## config.mk

```make
export PLATFORM = sky130hd
export DESIGN_NAME = log_post_sched
export DESIGN_NICKNAME = d
export VERILOG_FILES = /design/src/rtl/log_post_sched.sv
export SDC_FILE = /design/constraint.sdc
export NUM_CORES = 1
export LEC_CHECK = 0
export CORE_ASPECT_RATIO = 0.6
export CORE_MARGIN = 5
export CORE_UTILIZATION = 50
export CTS_CLUSTER_SIZE = 10
export DETAILED_ROUTE_END_ITERATION = 10
export PLACE_DENSITY_LB_ADDON = 0.25
export SYNTH_ARGS = -nofsm -noshare
export SYNTH_HDL_FRONTEND = slang
export SYNTH_SLANG_ARGS = --single-unit
```

## constraint.sdc

```tcl
create_clock -name clk -period 5.2 [get_ports clk]
set_input_delay 1.04 -clock clk [delete_from_list [all_inputs] [get_ports clk]]
set_output_delay 1.04 -clock clk [all_outputs]
set_load 0.02 [all_outputs]
```

## src/rtl/log_post_sched.sv

```systemverilog
// log_post_sched: two-requester scheduler sharing one log post-processing
// datapath, one operation in flight (IDLE -> CALC -> HOLD).
// Optional macro LOG_SCHED_RR_EN: round-robin arbitration instead of
// fixed priority to requester 0.
module log_post_sched #(
    parameter int unsigned CNT_W = 16
) (
    input  logic             clk,
    input  logic             rst,
    input  logic             req0_valid,
    output logic             req0_ready,
    input  logic [37:0]      req0_exp,
    input  logic [24:0]      req0_man,
    input  logic             req1_valid,
    output logic             req1_ready,
    input  logic [37:0]      req1_exp,
    input  logic [24:0]      req1_man,
    output logic             res_valid,
    input  logic             res_ready,
    output logic [31:0]      res_value,
    output logic             res_id,
    output logic [CNT_W-1:0] done_cnt
);

    typedef enum logic [1:0] {IDLE, CALC, HOLD} state_t;

    state_t      state, state_nxt;
    logic        gnt0, gnt1;
    logic        accept;
    logic [37:0] op_exp;
    logic [22:0] op_man;
    logic        op_id;
    logic [37:0] shifted;
    logic [4:0]  lz;
    logic        lz_found;
    logic [36:0] norm;
    logic [31:0] calc_value;
    logic        unused_bits;

`ifdef LOG_SCHED_RR_EN
    // rr_ptr high means requester 1 wins the next contention
    logic rr_ptr;

    // Grant: contention resolved by the round-robin pointer
    always_comb begin
        gnt0 = req0_valid;
        gnt1 = req1_valid;
        if (req0_valid && req1_valid) begin
            gnt0 = ~rr_ptr;
            gnt1 = rr_ptr;
        end
    end

    // Pointer moves to the other requester after each accepted handshake
    always_ff @(posedge clk) begin
        if (rst) begin
            rr_ptr <= 1'b0;
        end else if (accept) begin
            rr_ptr <= gnt0;
        end
    end
`else
    // Grant: fixed priority, requester 0 always wins
    always_comb begin
        gnt0 = req0_valid;
        gnt1 = req1_valid & ~req0_valid;
    end
`endif

    // State register
    always_ff @(posedge clk) begin
        if (rst) begin
            state <= IDLE;
        end else begin
            state <= state_nxt;
        end
    end

    // Next-state and handshake outputs
    always_comb begin
        state_nxt  = state;
        req0_ready = 1'b0;
        req1_ready = 1'b0;
        res_valid  = 1'b0;
        accept     = 1'b0;
        case (state)
            IDLE: begin
                req0_ready = gnt0 & ~rst;
                req1_ready = gnt1 & ~rst;
                accept     = (gnt0 | gnt1) & ~rst;
                if (accept) begin
                    state_nxt = CALC;
                end
            end
            CALC: begin
                state_nxt = HOLD;
            end
            HOLD: begin
                res_valid = 1'b1;
                if (res_ready) begin
                    state_nxt = IDLE;
                end
            end
            default: begin
                state_nxt = IDLE;
            end
        endcase
    end

    // Post-process datapath: align mantissa, add exponent, normalise
    always_comb begin
        shifted  = {10'b0, op_man, 5'b0} + op_exp;
        lz       = 5'd31;
        lz_found = 1'b0;
        for (int unsigned i = 0; i < 32; i++) begin
            if (!lz_found && shifted[36 - i]) begin
                lz       = 5'(i);
                lz_found = 1'b1;
            end
        end
        norm       = shifted[36:0] << lz;
        calc_value = {shifted[37], 8'd135 - {3'b000, lz}, norm[35:13]};
    end

    assign unused_bits = ^{req0_man[24:23], req1_man[24:23], norm[36], norm[12:0]};

    // Operand capture, result register and completion counter
    always_ff @(posedge clk) begin
        if (rst) begin
            op_exp    <= '0;
            op_man    <= '0;
            op_id     <= 1'b0;
            res_value <= '0;
            res_id    <= 1'b0;
            done_cnt  <= '0;
        end else begin
            if (accept) begin
                op_exp <= gnt1 ? req1_exp : req0_exp;
                op_man <= gnt1 ? req1_man[22:0] : req0_man[22:0];
                op_id  <= gnt1;
            end
            if (state == CALC) begin
                res_value <= calc_value;
                res_id    <= op_id;
            end
            if (state == HOLD && res_ready) begin
                done_cnt <= done_cnt + 1'b1;
            end
        end
    end

endmodule
```

==> reports/results.ini <==
[critical_path]
worst_r2r_startpoint = op_exp[5]$_SDFFE_PP0P_
crit_path_end_kind = register
start_kind = register
critical_path.slowest_cell = a221o_2
crit_path_max_incr_delay_ps = 440
crit_family = compound AO/OA/AOI/OAI gates
critPathMaxFanout = 5
path_cells = ha_4 > fa_2 > a21o_1 > a221o_2 > a221oi_4 > buf_6 > o311ai_2 > xor2_2 > nor4b_4 > buf_4 > o2111ai_4 > a211oi_2 > buf_4 > a211o_4 > buf_6 > buf_4 > buf_4 > nor3_1 > a311oi_2 > buf_4 > buf_4 > nand3_1 > a32oi_2 > o41ai_2
crit_type = register to register
worst-path-buf-inv = 8
cp-startpoint = op_exp[5]$_SDFFE_PP0P_
cpMostUsedCell = buf_4
cp.arrival_ps = 5410
required_ps = 5470

[min_path]
holdCritPathClass = register to register
min-delay-start = res_value[2]$_SDFFE_PP0N_

[logic_synthesis]
ys_seq_area_frac = 0.242
syn_nets = 1367
synth_flop_cell = dfxtp_1
syn-instance-count = 1210
synth_warnings = 0
synth.avg_cell_area_um2 = 7.65
netlist_area_um2 = 9260
synth_edf_count = 0
synthArstFlopShare = 0
ys_seq_elements = 112
ys_types = 87

[placement]
pre_cts_slack_ps = -55.5
place_inst = 1683
portBuffers = 178
dpl.hpwl_um = 26000
place_congestion = 1.00

[power]
p_switching_mw = 1.77
pwr_density_cell_nw_per_um2 = 323
seqPwrFrac = 0.241
combPwrFrac = 0.582
ir_worst_vdd_uv = 252
p_int_mw = 2.41
leakage_nw = 4.83
p_clk_frac = 0.176
netSwitchingFraction = 0.423

[status]
outcome = complete, no violations

[clocking]
htreeDepth = 3
tritoncts = yes
insertion_delay_ps = 370
cts_max_path_buffers = 2
clock-sinks = 112
cts-root-buf = clkbuf_16
path_clk_slew_ps = 80
numCtsBuffers = 9
cts_hold_buf = 0

[route]
wl_per_cell_um = 19.2
first_pass_iters = 6
vias = 10700
routed_wl_um = 32900
drt_iter0_drc = 1232
drtAntennaViolNets = 0
avgViaCountPerCell = 6.24
drc_errors = 0

[job]
cap_violations = 0

[sta]
rsz0062_at_grt = yes
setup_ws_ps = 60.1
worst_slew_pin_slew_ps = 1010
fin_crit_ps = 5140
slew_headroom = 0.324
fin_crit_sh = 0.988
final_max_slew_viol_count = 0
setup_viol = 0
skew_ps = 11.9
fmax_mhz = 195
holdWs_ps = 461
hold_viol = 0

[finish]
diodes = 0
layout-drive-gt1-share = 0.190
area_growth_pct = 39.5
finalNetCount = 1626
nFillCells = 1492
instances_no_fill = 1714

[global_route]
grt_pass1_wl_um = 51700
grt_pass1_vias = 9597
grt_use_total = 0.299
antenna_found_initial = 0
grt-ovfl-total = 0
grt_max_degree = 102

[floorplan]
die_area_um2 = 21400
num_io_pins = 183
coreArea_um2 = 18100
die_x_um = 186
rows = 38
dieHeight_um = 115
initial_utilization = 0.511

## worst register-to-register path, stage by stage (launching register included)
cell,delay (ps)
dfxtp_2,340
ha_4,160
fa_2,340
a21o_1,180
a221o_2,440
a221oi_4,400
buf_6,160
o311ai_2,100
xor2_2,350
nor4b_4,110
buf_4,160
o2111ai_4,80
a211oi_2,110
buf_4,160
a211o_4,340
buf_6,140
buf_4,130
buf_4,150
nor3_1,280
a311oi_2,70
buf_4,190
buf_4,140
nand3_1,80
a32oi_2,110
o41ai_2,310
## cell families (layout without fill, tap and decap cells)
group	count (synthesis)	after routing	share of synthesized area
mux	75	75	0.0815
xor+xnor	42	42	0.0414
fa+ha+maj	26	26	0.0359
buf+inv	126	390	0.0573
flops	112	112	0.242
compound gates	450	450	0.346
simple gates	379	379	0.195
## cells in the mapped netlist (all sizes together), types with 14 or more instances
master,count,area share
a211oi,99,0.081
a21o,15,0.012
a21oi,61,0.034
a22oi,16,0.013
a31oi,15,0.012
and2,14,0.0095
buf,26,0.017
clkbuf,81,0.033
dfxtp,112,0.24
ha,25,0.034
inv,19,0.0077
mux2i,72,0.078
nand2,79,0.032
nand3,45,0.024
nand4,17,0.011
nor2,138,0.056
nor3,29,0.017
o211ai,33,0.028
o21ai,92,0.050
xnor2,20,0.020
xor2,22,0.022
## state kept, by name (all words and copies together) (netlist names)
register / cells
state: 2
op_exp: 38
op_id: 1
res_value: 31
op_man: 23
done_cnt: 16
res_id: 1
## layer usage
layer,part of all wire,global-route usage
met4,0.0080,0.0383
met3,0.13,0.0923
met1,0.48,0.473
met5,0,0
met2,0.38,0.399
## cells in the final DEF (no fill, tap or decap), types with 11 or more instances in the layout
master,netlist,layout
clkdlybuf4s50_1,0,177
buf_4,2,167
nor2_1,138,138
dfxtp_1,112,110
a211oi_1,97,91
nand2_1,79,78
o21ai_0,85,78
mux2i_1,72,71
a21oi_1,58,56
nand3_1,45,45
o211ai_1,32,32
nor3_1,27,26
ha_1,25,22
xor2_1,21,21
xnor2_1,19,19
inv_1,18,18
nand4_1,17,17
a21o_1,14,14
and2_1,14,13
a22oi_1,16,13
a31oi_1,14,12
o21ai_1,6,11
## final timing paths
path	endpoint	slack [ps]	cells past startpoint
max reg2reg	res_value[7]$_SDFFE_PP0N_	60	24
min	res_value[2]$_SDFFE_PP0N_	460	2
min reg2reg	res_value[2]$_SDFFE_PP0N_	460	2
max	res_value[7]$_SDFFE_PP0N_	60	24
## per-stage QoR
step	total power, mW	utilization	TNS [ps]	cell area (µm²)
3_5_place_dp	3.22	0.672	-139	12200
4_1_cts	3.96	0.690	0	12500
3_3_place_gp	3.20	0.672	0	12200
2_1_floorplan	2.25	-	0	9260
5_1_grt	4.40	0.713	-472	12900
6_report	4.18	0.713	0	12900
## what timing repair did
action,4_1_cts,5_1_grt
buffers inserted,1,14
resized for setup,3,65
setup endpoints to repair,4,23
pin swaps,0,18
hold endpoints to repair,0,0
## power groups by stage
stage / Clock [mW] / Combinational [mW] / Sequential [mW]
2_1_floorplan: 0 / 1.20 / 1.04
3_3_place_gp: 0 / 2.18 / 1.02
3_5_place_dp: 0 / 2.19 / 1.02
4_1_cts: 0.748 / 2.21 / 1.00
5_1_grt: 0.786 / 2.60 / 1.02
6_report: 0.737 / 2.43 / 1.01
## final cells by class
| class | count | area [µm²] | area share |
|---|---|---|---|
| Clock buffer | 10 | 229 | 0.0177 |
| Sequential cell | 112 | 2240 | 0.174 |
| Tap cell | 240 | 300 | 0.0233 |
| Timing Repair Buffer | 355 | 3180 | 0.247 |
| Clock inverter | 6 | 83.8 | 0.00649 |
| Inverter | 19 | 71.3 | 0.00552 |
| Multi-Input combinational cell | 972 | 6800 | 0.527 |
Power figures use the tool's default switching activity.
